**src/rtl/muldiv_pkg.sv**
```systemverilog
// Shared encodings for the iterative multiply/divide sequencer.
package muldiv_pkg;

  localparam int MULDIV_WIDTH = 32;

  typedef enum logic [2:0] {
    ST_IDLE   = 3'd0,
    ST_MUL    = 3'd1,
    ST_DIV    = 3'd2,
    ST_FINISH = 3'd3,
    ST_DZ     = 3'd4
  } state_e;

  typedef enum logic {
    MODE_MUL = 1'b0,
    MODE_DIV = 1'b1
  } mode_e;

endpackage

```
**src/rtl/muldiv_step.sv**
```systemverilog
// One combinational iteration: a radix-2 Booth step on {A,Q,q-1} or a
// restoring-divide step on {R,Q}.
module muldiv_step
  import muldiv_pkg::*;
#(
  parameter int WIDTH = MULDIV_WIDTH
) (
  input  mode_e              mode,
  input  logic [WIDTH:0]     acc,
  input  logic [WIDTH-1:0]   q,
  input  logic               q_m1,
  input  logic [WIDTH-1:0]   operand,
  output logic [WIDTH:0]     acc_next,
  output logic [WIDTH-1:0]   q_next,
  output logic               q_m1_next
);

  logic [WIDTH:0] m_ext;
  logic [WIDTH:0] booth_sum;
  logic [WIDTH:0] rem_shift;
  logic [WIDTH:0] trial;

  always_comb begin
    m_ext     = {operand[WIDTH-1], operand};
    booth_sum = acc;
    rem_shift = {acc[WIDTH-1:0], q[WIDTH-1]};
    trial     = rem_shift - {1'b0, operand};
    acc_next  = acc;
    q_next    = q;
    q_m1_next = 1'b0;

    if (mode == MODE_MUL) begin
      case ({q[0], q_m1})
        2'b01:   booth_sum = acc + m_ext;
        2'b10:   booth_sum = acc - m_ext;
        default: booth_sum = acc;
      endcase
      acc_next  = {booth_sum[WIDTH], booth_sum[WIDTH:1]};
      q_next    = {booth_sum[0], q[WIDTH-1:1]};
      q_m1_next = q[0];
    end else if (trial[WIDTH]) begin
      // Trial subtraction went negative: keep the shifted remainder.
      acc_next = rem_shift;
      q_next   = {q[WIDTH-2:0], 1'b0};
    end else begin
      acc_next = trial;
      q_next   = {q[WIDTH-2:0], 1'b1};
    end
  end

endmodule

```
**src/rtl/muldiv_sequencer.sv**
```systemverilog
// Sequences the shared Booth multiplier / restoring divider for the
// multicycle core and produces Hi/Lo results with their load strobes.
module muldiv_sequencer
  import muldiv_pkg::*;
#(
  parameter int WIDTH = MULDIV_WIDTH,
  parameter int CNT_W = 6
) (
  input  logic             clk,
  input  logic             reset,
  input  logic             mult_start,
  input  logic             div_start,
  input  logic [WIDTH-1:0] op_a,
  input  logic [WIDTH-1:0] op_b,
  output logic             busy,
  output logic             done,
  output logic             dzero,
  output logic             hi_write,
  output logic             lo_write,
  output logic [WIDTH-1:0] hi_result,
  output logic [WIDTH-1:0] lo_result
);

  state_e             state_q, state_d;
  logic [CNT_W-1:0]   cnt_q, cnt_d;
  logic [WIDTH:0]     acc_q, acc_d;
  logic [WIDTH-1:0]   q_q, q_d;
  logic               q_m1_q, q_m1_d;
  logic [WIDTH-1:0]   opnd_q, opnd_d;
  logic               sign_q_q, sign_q_d;
  logic               sign_r_q, sign_r_d;
  logic               busy_q, busy_d;
  logic               done_q, done_d;
  logic               dzero_q, dzero_d;
  logic [WIDTH-1:0]   hi_q, hi_d;
  logic [WIDTH-1:0]   lo_q, lo_d;

  mode_e              step_mode;
  logic [WIDTH:0]     step_acc;
  logic [WIDTH-1:0]   step_q;
  logic               step_q_m1;
  logic [WIDTH-1:0]   mag_a;
  logic [WIDTH-1:0]   mag_b;

  assign step_mode = (state_q == ST_DIV) ? MODE_DIV : MODE_MUL;

  muldiv_step #(.WIDTH(WIDTH)) u_step (
    .mode      (step_mode),
    .acc       (acc_q),
    .q         (q_q),
    .q_m1      (q_m1_q),
    .operand   (opnd_q),
    .acc_next  (step_acc),
    .q_next    (step_q),
    .q_m1_next (step_q_m1)
  );

  always_comb begin
    mag_a    = op_a[WIDTH-1] ? -op_a : op_a;
    mag_b    = op_b[WIDTH-1] ? -op_b : op_b;
    state_d  = state_q;
    cnt_d    = cnt_q;
    acc_d    = acc_q;
    q_d      = q_q;
    q_m1_d   = q_m1_q;
    opnd_d   = opnd_q;
    sign_q_d = sign_q_q;
    sign_r_d = sign_r_q;
    busy_d   = busy_q;
    done_d   = 1'b0;
    dzero_d  = 1'b0;
    hi_d     = hi_q;
    lo_d     = lo_q;

    case (state_q)
      ST_IDLE: begin
        busy_d = 1'b0;
        if (mult_start) begin
          opnd_d  = op_a;
          q_d     = op_b;
          acc_d   = '0;
          q_m1_d  = 1'b0;
          cnt_d   = '0;
          busy_d  = 1'b1;
          state_d = ST_MUL;
        end else if (div_start) begin
          // A zero divisor is captured as-is and rejected on the next edge.
          opnd_d   = mag_b;
          q_d      = mag_a;
          acc_d    = '0;
          q_m1_d   = 1'b0;
          sign_q_d = op_a[WIDTH-1] ^ op_b[WIDTH-1];
          sign_r_d = op_a[WIDTH-1];
          cnt_d    = '0;
          busy_d   = 1'b1;
          state_d  = ST_DIV;
        end
      end
      ST_MUL, ST_DIV: begin
        if (state_q == ST_DIV && cnt_q == '0 && opnd_q == '0) begin
          dzero_d = 1'b1;
          state_d = ST_DZ;
        end else if (cnt_q == CNT_W'(WIDTH)) begin
          done_d  = 1'b1;
          state_d = ST_FINISH;
          if (state_q == ST_MUL) begin
            hi_d = acc_q[WIDTH-1:0];
            lo_d = q_q;
          end else begin
            hi_d = sign_r_q ? -acc_q[WIDTH-1:0] : acc_q[WIDTH-1:0];
            lo_d = sign_q_q ? -q_q : q_q;
          end
        end else begin
          acc_d  = step_acc;
          q_d    = step_q;
          q_m1_d = step_q_m1;
          cnt_d  = cnt_q + 1'b1;
        end
      end
      ST_FINISH, ST_DZ: begin
        busy_d  = 1'b0;
        state_d = ST_IDLE;
      end
      default: begin
        busy_d  = 1'b0;
        state_d = ST_IDLE;
      end
    endcase
  end

  always_ff @(posedge clk or negedge reset) begin
    if (!reset) begin
      state_q  <= ST_IDLE;
      cnt_q    <= '0;
      acc_q    <= '0;
      q_q      <= '0;
      q_m1_q   <= 1'b0;
      opnd_q   <= '0;
      sign_q_q <= 1'b0;
      sign_r_q <= 1'b0;
      busy_q   <= 1'b0;
      done_q   <= 1'b0;
      dzero_q  <= 1'b0;
      hi_q     <= '0;
      lo_q     <= '0;
    end else begin
      state_q  <= state_d;
      cnt_q    <= cnt_d;
      acc_q    <= acc_d;
      q_q      <= q_d;
      q_m1_q   <= q_m1_d;
      opnd_q   <= opnd_d;
      sign_q_q <= sign_q_d;
      sign_r_q <= sign_r_d;
      busy_q   <= busy_d;
      done_q   <= done_d;
      dzero_q  <= dzero_d;
      hi_q     <= hi_d;
      lo_q     <= lo_d;
    end
  end

  assign busy      = busy_q;
  assign done      = done_q;
  assign dzero     = dzero_q;
  assign hi_write  = done_q;
  assign lo_write  = done_q;
  assign hi_result = hi_q;
  assign lo_result = lo_q;

endmodule

```
**config.mk**
```make
export PLATFORM = sky130hd
export DESIGN_NAME = muldiv_sequencer
export DESIGN_NICKNAME = d
export VERILOG_FILES = /design/src/rtl/muldiv_pkg.sv /design/src/rtl/muldiv_step.sv /design/src/rtl/muldiv_sequencer.sv
export SDC_FILE = /design/constraint.sdc
export NUM_CORES = 1
export LEC_CHECK = 0
export CAP_MARGIN = 20
export CORE_MARGIN = 2
export CORE_UTILIZATION = 40
export DETAILED_ROUTE_END_ITERATION = 16
export GPL_TIMING_DRIVEN = 0
export PLACE_DENSITY_LB_ADDON = 0.08
export SLEW_MARGIN = 30
export SYNTH_ARGS = -nofsm -noshare
export SYNTH_HDL_FRONTEND = slang
export SYNTH_HIERARCHICAL = 1
export SYNTH_SLANG_ARGS = --single-unit
```
**constraint.sdc**
```tcl
create_clock -name clk -period 5.05 [get_ports clk]
set_clock_uncertainty 0.1 [all_clocks]
set_input_delay 1.01 -clock clk [delete_from_list [all_inputs] [get_ports clk]]
set_output_delay 1.01 -clock clk [all_outputs]
set_load 0.02 [all_outputs]
```
Word-level counts from Yosys, hierarchy flattened

Index checks and enable logic that the tools add are counted.
Widths: inputs -> output; s select.

Mux-type cells: 48
Add/subtract/negate cells: 8
Magnitude comparators: 0
Reduce and logical (&&, ||, !) cells: 13
Equality and inequality tests: 9
Shift operators: 0
Div/mod/pow operators: 0
Multipliers: 0
Bitwise operators: 3

Operators with widths:

| cell                | count |
|---|---|
| $mux 32             | 13 |
| $mux 33             | 6 |
| $pmux 33 s2         | 2 |
| $neg 32->32         | 4 |
| $pmux 32 s2         | 1 |
| $add 33x33->33      | 1 |
| $sub 33x32->33      | 1 |
| $sub 33x33->33      | 1 |
| $logic_not 32->1    | 1 |
| $mux 6              | 4 |
| $mux 1              | 14 |
| $mux 3              | 4 |
| $pmux 6 s2          | 1 |
| $add 6x1->6 const B | 1 |
| $eq 6x6->1 const B  | 1 |
| $logic_not 6->1     | 1 |
| $ne 3x3->1 const B  | 2 |
| $pmux 3 s2          | 1 |
| $reduce_and 3->1    | 2 |
| $ne 2x2->1 const B  | 2 |
| $pmux 1 s2          | 2 |
| $reduce_and 2->1    | 2 |
| $reduce_and 4->1    | 1 |
| $reduce_bool 2->1   | 2 |
| 9 further kinds     | 11 |

Memory bits (writable): 0
Memories: 0
Latch bits: 0
Output and inout port bits: 69
Register bits: 176
Memory bits (read-only): 0

Longest topological paths before layout

Gate-level depths: netlist of the first run.

Word-level depth: 6
Gate-level depth with buffers: 20
Gate-level depth less buffers: 20

Cells and area by module

The synthesis of the first run kept the hierarchy.

By module, submodules not included:

| module           | sequential area each (µm²) | area an instance (µm²) | instances | cells an instance |
|---|---|---|---|---|
| muldiv_sequencer | 4404.2                     | 10242.3                | 1         | 1211 |
| muldiv_step      | 0.0                        | 5650.4                 | 1         | 846 |

Worst setup path after synthesis of the first run

Ideal clock, no wire load.

Path type: flip-flop to flip-flop
From: register acc_q[12]
To: register acc_q[28]
Library setup time: 0.117 ns
Slack: 0.957 ns
Arrival: 3.876 ns
Period minus slack after synthesis: 4.093 ns
Cell stages (with the launch flop): 19
Path through: dfrtp_1 -> ha_1 -> buf_2 -> a21oi_2 -> inv_2 -> a2111oi_0 -> o41ai_1 -> a2111oi_0 -> or3_1 -> o21ai_1 -> a21o_1 -> ha_1 -> clkbuf_1 -> buf_1 -> o21ai_0 -> nand2_1 -> o211ai_1 -> nand3_1 -> nand2_1

Longest elaborated chain between the ends: 6

Ends and longest elaborated chain:

| element                                       | line                                 | source |
|---|---|---|
| from (decl)                                   | muldiv_sequencer.sv:26               | `logic [WIDTH:0] acc_q, acc_d;` |
| from (signal assigned)                        | muldiv_sequencer.sv:135              | `acc_q <= '0;` |
| from (signal assigned)                        | muldiv_sequencer.sv:149              | `acc_q <= acc_d;` |
| $sub 33x33->33, or another cell as far along  | muldiv_step.sv:35                    | `2'b10: booth_sum = acc - m_ext;` |
| $pmux 33 s2 / $mux 33 (equally long branches) | muldiv_step.sv:33, muldiv_step.sv:41 |  |
| $mux 33 (*)                                   | muldiv_step.sv:32                    | `if (mode == MODE_MUL) begin` |
| named net step_acc[28]                        | muldiv_sequencer.sv:39               | `logic [WIDTH:0] step_acc;` |
| $mux 33 (*)                                   | muldiv_sequencer.sv:103              | `end else if (cnt_q == CNT_W'(WIDTH)) begin` |
| $mux 33 (*)                                   | muldiv_sequencer.sv:100              | `if (state_q == ST_DIV && cnt_q == '0 && opnd_q == '0) begin` |
| $pmux 33 s2 (*)                               | muldiv_sequencer.sv:75               | `case (state_q)` |

The timed path passes the listed nets; every way through them passes the cells marked *. The select of a mux whose other input is x is not followed.
A chain may end at the register's enable or synchronous reset.

Worst setup path after layout of the first run

From: register q_q[0]
To: register acc_q[20]

Longest elaborated chain between the ends: 6

Ends and longest elaborated chain:

| element                                         | line                    | source |
|---|---|---|
| from (decl)                                     | muldiv_sequencer.sv:27  | `logic [WIDTH-1:0] q_q, q_d;` |
| from (signal assigned)                          | muldiv_sequencer.sv:150 | `q_q <= q_d;` |
| $eq 2x2->1 / $eq 2x1->1 (equally long branches) | muldiv_step.sv:33       | `case ({q[0], q_m1})` |
| $pmux 33 s2 (*)                                 | muldiv_step.sv:33       |  |
| $mux 33 (*)                                     | muldiv_step.sv:32       |  |
| named net step_acc[20]                          | muldiv_sequencer.sv:39  |  |
| $mux 33 (*)                                     | muldiv_sequencer.sv:103 |  |
| $mux 33 (*)                                     | muldiv_sequencer.sv:100 |  |
| $pmux 33 s2 (*)                                 | muldiv_sequencer.sv:75  |  |

Marks and branches as above.

==> flow_summary.ini, run 1 <==
[outcome]
run_status = finished, final reports clean

[clocking]
clockRootBuffer = sky130_fd_sc_hd__clkbuf_16
path_clk_slew_ns = 0.07
cts_tree = done
cts-buffers-inserted = 17
cts-root-to-sink-buffers = 2
hold_bufs_inserted_after_cts = 0
clock_sinks = 176
htreeDepth = 4
skew_pair_late_insertion_delay_ns = 0.46

[placed_design]
hpwl_um = 52300
port_buffers = 131
gp_routability_congestion = 1.00
dp_worst_setup_slack_ns = -0.643

[logic_synthesis]
synth.lib_cells_used.distinct = 84
synth_area_in_compound_gates = 0.254
netlist_instances = 2057
yosysWarnings = 6
yosys.area.top_type_share = 0.277
synth.largest_area_cell = sky130_fd_sc_hd__dfrtp_1
synth_async_sr_flop_share = 1.00
syn_area_per_cell_um2 = 7.73
synth_sequential_area_ratio = 0.277
synth_top_family_by_area = compound AO/OA/AOI/OAI gates
post_synthesis_xor_xnor_area_fraction = 0.103
synthesized_area_fraction_occupied_by_and_or_nand_nor_cells = 0.215
ys.flop_type = sky130_fd_sc_hd__dfrtp_1
synth.net_count = 2200
synthMuxAreaShare = 0.0409
post_synth_instance_area_um2 = 15900
ys_top_cells_by_area = sky130_fd_sc_hd__dfrtp_1, sky130_fd_sc_hd__nand2_1, sky130_fd_sc_hd__o21ai_0, sky130_fd_sc_hd__ha_1, sky130_fd_sc_hd__xnor2_1
synth_seq_cells = 176
synth_adder_area_share = 0.0600
synth_edf_count = 0

[cells_and_area]
final_core_utilization = 0.472
antenna-diode-count = 0
fin_nets = 2353
layout-drive-gt1-share = 0.0625
flow.area_growth_from_synthesis_pct = 17.2

[global_route]
grtUsageTotal = 0.316
grt_pass1_vias = 16000
antenna_found_initial = 0
grt_pass1_wl_um = 98700
grt_start_max_net_pins = 78
grt_overflow_total = 0

[worst_setup_path]
critical_path.max_fanout = 10
crit_path_dat_ns = 5.23
critical_path.slowest_cell = sky130_fd_sc_hd__o2111ai_1
r2r_setup_slack_ns = 0.13
worstSetupPathType = reg -> reg
cp_slowest_stage_delay_ns = 0.53
cp.buffers_inverters = 2
worst_path_cell_chain = ha_1 > clkbuf_1 > clkbuf_2 > mux2i_1 > ha_1 > nor2b_1 > o2111ai_1 > a211oi_1 > a211oi_2 > nor3_1 > o22a_1 > a221oi_2 > xor2_1 > a221oi_1 > nand3_1 > nand2_1
worstReg2RegStart = q_q[0]
critPathRequiredTime_ns = 5.35
timing.critical_path.mode_cell = sky130_fd_sc_hd__ha_1
endpoint_kind = register
startpoint = q_q[0]
path_delay_family = compound AO/OA/AOI/OAI gates
setup.worst_path.start_class = register

[power]
p_switching_uw = 8320
pwr_density_cell_nw_per_um2 = 810
share_seq_of_total_power = 0.194
peakVddDrop_mv = 0.393
switching_portion_of_total_power = 0.551
p_clk_frac = 0.091
p_int_uw = 6770
leakage_power_uw = 0.00764
comb_power_share = 0.716

[sta]
final_hold_viol_count = 0
grt_setup_unrepaired = no
setup-violations-final = 0
hold_ws_ns = 0.273
setup_total_negative_slack_ns = 0
timing.final.crit_share = 0.975
worst_slew_margin_rel = 0.313
timing.fmax_ghz = 0.203
worst_max_slew_pin_slew_ns = 1.02
final_critical_path_setup_slack_ns = 0.126
timing.final.max_slew_violations = 0
layout_min_cycle_time_ns = 4.92

[route]
antenna_violating_nets_post_route = 0
detail_route.wl_per_cell_um = 24.0
met3_wire_len_um = 3110
drt-met1-wl_um = 27500
wl_um = 65900
via_count = 16700
dr.pass1.iters = 5
top_signal_layer_used = met4
drc = 0
drt_iter0_markers = 1267
met2RoutedLength_um = 32000
via_per_inst = 6.07

[floorplan]
die_footprint_um2 = 41300
initial_core_util = 0.403
floorplan.rows = 73
boundaryPins = 137
floorplan.core_area_um2 = 39500
die_w_um = 203
floorplan.die.height_um = 203

[flow_run]
timing.max_cap.violations = 0

[hold_path]
path_class_of_the_lowest_slack_min_delay_path = in -> async
-- power groups by stage --
stage	Combinational, uW	Clock, uW	Sequential [uW]
after floorplan	7210	0	2680
after global placement	10400	0	2920
after detailed placement	10500	0	2930
after CTS	10600	1390	2910
after global routing	11700	1450	2990
final	10800	1370	2920
-- layer usage --
metal | global-route usage | up-vias
met5 | 0 | -
met4 | 0.158 | 0
met3 | 0.0339 | 145
met2 | 0.539 | 550
met1 | 0.398 | 8213
li1 | - | 7761
-- timing repair --
| action | 4_1_cts | 5_1_grt |
|---|---|---|
| setup buffers | 0 | 2 |
| pin swaps | 0 | 1 |
| cloned | 0 | 0 |
| gates resized for setup | 13 | 22 |
| setup endpoints to repair | 29 | 25 |
-- final cells by class --
class	instances	area, um^2
Multi-Input combinational cell	1680	10800
Tap cell	525	657
Inverter	84	315
Clock buffer	21	470
Fill cell	4086	20800
Timing Repair Buffer	135	1390
Buffer	116	478
Sequential cell	176	4410
Clock inverter	11	123
-- per-stage QoR --
stage	std cells	power [uW]	instance area [um^2]
floorplan	2057	9890	15900
global placement	2713	13400	17900
detailed placement	2715	13400	17900
CTS	2747	14900	18500
global route	2748	16200	18600
finish	2748	15100	18600
-- cells in the final DEF, fill, tap and decap left out, types with 7 or more instances in the layout --
master / instances
sky130_fd_sc_hd__a211oi_1: 31
sky130_fd_sc_hd__a21o_1: 23
sky130_fd_sc_hd__a21oi_1: 153
sky130_fd_sc_hd__a221oi_1: 8
sky130_fd_sc_hd__a22oi_1: 14
sky130_fd_sc_hd__a31oi_1: 37
sky130_fd_sc_hd__and2_1: 15
sky130_fd_sc_hd__and3_1: 14
sky130_fd_sc_hd__buf_1: 16
sky130_fd_sc_hd__buf_2: 10
sky130_fd_sc_hd__clkbuf_1: 82
sky130_fd_sc_hd__clkbuf_16: 17
sky130_fd_sc_hd__clkdlybuf4s50_1: 130
sky130_fd_sc_hd__dfrtp_1: 174
sky130_fd_sc_hd__ha_1: 73
sky130_fd_sc_hd__inv_1: 80
sky130_fd_sc_hd__mux2_2: 36
sky130_fd_sc_hd__mux2i_1: 23
sky130_fd_sc_hd__nand2_1: 276
sky130_fd_sc_hd__nand2b_1: 20
sky130_fd_sc_hd__nand3_1: 70
sky130_fd_sc_hd__nand4_1: 9
sky130_fd_sc_hd__nor2_1: 133
sky130_fd_sc_hd__nor2b_1: 16
sky130_fd_sc_hd__nor3_1: 40
sky130_fd_sc_hd__nor3b_1: 11
sky130_fd_sc_hd__nor4_1: 27
sky130_fd_sc_hd__o211ai_1: 18
sky130_fd_sc_hd__o21a_1: 11
sky130_fd_sc_hd__o21ai_0: 195
sky130_fd_sc_hd__o21ai_1: 9
sky130_fd_sc_hd__o22ai_1: 19
sky130_fd_sc_hd__o31ai_1: 23
sky130_fd_sc_hd__o41ai_1: 18
sky130_fd_sc_hd__or2_2: 7
sky130_fd_sc_hd__or3_1: 32
sky130_fd_sc_hd__or4_1: 21
sky130_fd_sc_hd__xnor2_1: 104
sky130_fd_sc_hd__xor2_1: 83
-- sequential cells by signal (all words and copies together) (netlist names) --
name,cells
busy,1
acc_q,33
hi_result,32
state_q,3
sign_r_q,1
q_m1_q,1
q_q,32
dzero,1
opnd_q,32
cnt_q,6
lo_result,32
done,1
sign_q_q,1
-- cell families (layout without fill, tap and decap cells) --
kind of cell	after synthesis	count (layout)
AND/OR/NAND/NOR	716	716
multiplexers	60	60
buffers and inverters	201	367
adder cells (fa/ha/maj)	75	75
flip-flops	176	176
AO/OA/AOI/OAI	642	642
XOR/XNOR	187	187
-- synth_stat cells (5+ instances only) --
| cell | number |
|---|---|
| sky130_fd_sc_hd__a211o_1 | 6 |
| sky130_fd_sc_hd__a211oi_1 | 33 |
| sky130_fd_sc_hd__a21o_1 | 23 |
| sky130_fd_sc_hd__a21oi_1 | 154 |
| sky130_fd_sc_hd__a21oi_2 | 5 |
| sky130_fd_sc_hd__a221oi_1 | 8 |
| sky130_fd_sc_hd__a22oi_1 | 14 |
| sky130_fd_sc_hd__a2bb2oi_1 | 5 |
| sky130_fd_sc_hd__a31oi_1 | 37 |
| sky130_fd_sc_hd__a41oi_1 | 5 |
| sky130_fd_sc_hd__and2_1 | 15 |
| sky130_fd_sc_hd__and3_1 | 14 |
| sky130_fd_sc_hd__buf_1 | 17 |
| sky130_fd_sc_hd__buf_2 | 9 |
| sky130_fd_sc_hd__clkbuf_1 | 88 |
| sky130_fd_sc_hd__dfrtp_1 | 176 |
| sky130_fd_sc_hd__ha_1 | 73 |
| sky130_fd_sc_hd__inv_1 | 80 |
| sky130_fd_sc_hd__mux2_2 | 36 |
| sky130_fd_sc_hd__mux2i_1 | 23 |
| sky130_fd_sc_hd__nand2_1 | 276 |
| sky130_fd_sc_hd__nand2b_1 | 20 |
| sky130_fd_sc_hd__nand3_1 | 70 |
| sky130_fd_sc_hd__nand4_1 | 9 |
| sky130_fd_sc_hd__nor2_1 | 134 |
| sky130_fd_sc_hd__nor2b_1 | 16 |
| sky130_fd_sc_hd__nor3_1 | 42 |
| sky130_fd_sc_hd__nor3b_1 | 12 |
| sky130_fd_sc_hd__nor4_1 | 28 |
| sky130_fd_sc_hd__o211ai_1 | 18 |
| sky130_fd_sc_hd__o21a_1 | 11 |
| sky130_fd_sc_hd__o21ai_0 | 195 |
| sky130_fd_sc_hd__o21ai_1 | 9 |
| sky130_fd_sc_hd__o21bai_1 | 5 |
| sky130_fd_sc_hd__o22a_1 | 5 |
| sky130_fd_sc_hd__o22ai_1 | 19 |
| sky130_fd_sc_hd__o31ai_1 | 24 |
| sky130_fd_sc_hd__o41ai_1 | 19 |
| sky130_fd_sc_hd__or2_2 | 7 |
| sky130_fd_sc_hd__or3_1 | 32 |
| sky130_fd_sc_hd__or4_1 | 21 |
| sky130_fd_sc_hd__xnor2_1 | 104 |
| sky130_fd_sc_hd__xor2_1 | 83 |
-- final timing paths --
kind                                  to  cells after the start
min reg2reg                       q_m1_q                      2
max                            acc_q[20]                     16
max reg2reg                    acc_q[20]                     16
max in group asynchronous      opnd_q[1]                      3
min                        hi_result[15]                      1
min in group clk                  q_m1_q                      2
No activity file was read; power rests on OpenSTA's default activity.
==> inputs of run 2 (changes only) <==
GPL_TIMING_DRIVEN = default   (was 0)
==> flow_summary.ini, run 2 (synthesis results as in run 1) <==
[cells_and_area]
fin_nets = 2290
layout-drive-gt1-share = 0.0782
flow.area_growth_from_synthesis_pct = 16.6
finish.instance_area_um2 = 18500
filler_cell_count = 4020
max_reg_flops = 33
largest-register = acc_q
layout_commonest_cell = sky130_fd_sc_hd__nand2_1
final_cell_mix = sky130_fd_sc_hd__nand2_1, sky130_fd_sc_hd__o21ai_0, sky130_fd_sc_hd__dfrtp_1
final_core_utilization = 0.470
antenna-diode-count = 0

[sta]
worst_slew_margin_rel = 0.379
setup_total_negative_slack_ns = 0
timing.final.crit_share = 0.920
layout_min_cycle_time_ns = 4.65
final_hold_viol_count = 0
setup-violations-final = 0
timing.final.max_slew_violations = 0
timing.fmax_ghz = 0.215
grt_setup_unrepaired = no
worst_max_slew_pin_slew_ns = 0.931

[hold_path]
hold_path_depth = 2
min_from = hi_result[1]
path_class_of_the_lowest_slack_min_delay_path = reg -> reg
worst_hold_path.endpoint = hi_result[1]

[worst_setup_path]
worst_path_cell_chain = nor4_1 > and2_1 > and2_1 > nor2_1 > xnor2_1 > ha_1 > nand2_1 > or4_1 > a211oi_1 > o221ai_1 > xnor2_1 > mux2i_1 > o211ai_1 > nand3_1 > nand2_1
setup.worst_path.start_class = register
critPathRequiredTime_ns = 5.39
worstReg2RegStart = opnd_q[19]
timing.reg2reg.worst_path_depth = 15
regToRegEndpoint = acc_q[28]
cp_slowest_stage_delay_ns = 0.77
critical_path.slowest_cell = sky130_fd_sc_hd__nor4_1
endpoint_kind = register
crit_path_dat_ns = 4.99
critical_path.max_fanout = 5
worstSetupPathType = reg -> reg
r2r_setup_slack_ns = 0.40

[power]
pwr_density_cell_nw_per_um2 = 792
peakVddDrop_mv = 0.560
leakage_power_uw = 0.00772
post-layout-total-power_uw = 14700

[clocking]
hold_bufs_inserted_after_cts = 0
path_clk_slew_ns = 0.09
cts-buffers-inserted = 17
clockRootBuffer = sky130_fd_sc_hd__clkbuf_16
cts-root-to-sink-buffers = 2
clock_sinks = 176
htreeDepth = 4
cts_tree = done
cts_setup_buffers = 0
skew_pair_late_insertion_delay_ns = 0.51

[global_route]
grtUsageTotal = 0.294
antenna_found_initial = 0
grt_overflow_total = 0
grt_start_max_net_pins = 92
grt_pass1_vias = 15300
grt_pass1_wl_um = 92800

[route]
via_per_inst = 5.99
top_signal_layer_used = met4
drc = 0
wl_um = 60200
dr.pass1.iters = 5
via_count = 16100
met2RoutedLength_um = 28500
met3_wire_len_um = 3220
drt_iter0_markers = 1004
detail_route.wl_per_cell_um = 22.4
drt-met1-wl_um = 25800
antenna_violating_nets_post_route = 0

[placed_design]
gp_routability_congestion = 0.946
hpwl_um = 45800
port_buffers = 136
dpl-instance-area_um2 = 17900

[floorplan]
floorplan.rows = 73
boundaryPins = 137
floorplan.die.height_um = 203
floorplan.core_area_um2 = 39500
initial_core_util = 0.403
die_footprint_um2 = 41300
die_w_um = 203

[flow_run]
timing.max_cap.violations = 0

[outcome]
run_status = finished, final reports clean
==> run 2: per-stage QoR <==
stage	hold WS, ns	instances	setup slack (ns)
after global placement	0.350	2652	0.352
after CTS	0.382	2685	0.312
after global routing	0.415	2685	0.0126
after detailed placement	0.366	2653	0.364
final	0.382	2685	0.401
after floorplan	0.339	2057	0.957
==> run 2: worst max-delay path, delay by kind of cell, from the launching register on <==
kind | cells | cell delay, ns
simple gates | 8 | 2.28
compound gates | 3 | 0.83
flops | 1 | 0.53
fa+ha+maj | 1 | 0.40
xor+xnor | 2 | 0.34
mux | 1 | 0.09
==> run 2: layout make-up <==
type / instances / area [um^2] / share of cell area
Timing Repair Buffer: 188 / 1800 / 0.0973
Clock buffer: 17 / 425 / 0.0230
Sequential cell: 176 / 4400 / 0.238
Inverter: 84 / 315 / 0.0170
Multi-Input combinational cell: 1680 / 10800 / 0.581
Tap cell: 525 / 657 / 0.0354
Clock inverter: 15 / 164 / 0.00884
==> run 2: worst max-delay path by stage <==
stage | from | end | cells past startpoint
floorplan | acc_q[12] | acc_q[28] | 18
global placement | opnd_q[1] | acc_q[28] | 18
detailed placement | opnd_q[1] | acc_q[28] | 18
CTS | opnd_q[1] | acc_q[28] | 18
global route | opnd_q[1] | acc_q[28] | 18
finish | opnd_q[19] | acc_q[28] | 15
==> run 2: timing repair <==
action                                  4_1_cts  5_1_grt
endpoints found under the setup margin        0        3
resized for setup                             0        2
endpoints found under the hold margin         0        0
==> run 2: routing by layer <==
| layer | GRT usage | up-vias |
|---|---|---|
| met5 | 0 | - |
| met4 | 0.140 | 0 |
| met3 | 0.0384 | 107 |
| met2 | 0.479 | 551 |
| met1 | 0.385 | 7796 |
| li1 | - | 7636 |
==> run 2: power breakdown <==
group,internal [uW],switching (uW),leakage (uW)
Combinational,4140,6380,0.00515
Clock,661,726,0.000291
Sequential,1950,828,0.00227
Total,6750,7930,0.00772
==> inputs of run 3 (changes only) <==
ABC_CLOCK_PERIOD_IN_PS = 5050   (was default)
CAP_MARGIN = default   (was 20)
==> results of run 3 <==
Same layout as run 2: the final DEF is identical, and so are final timing and power.
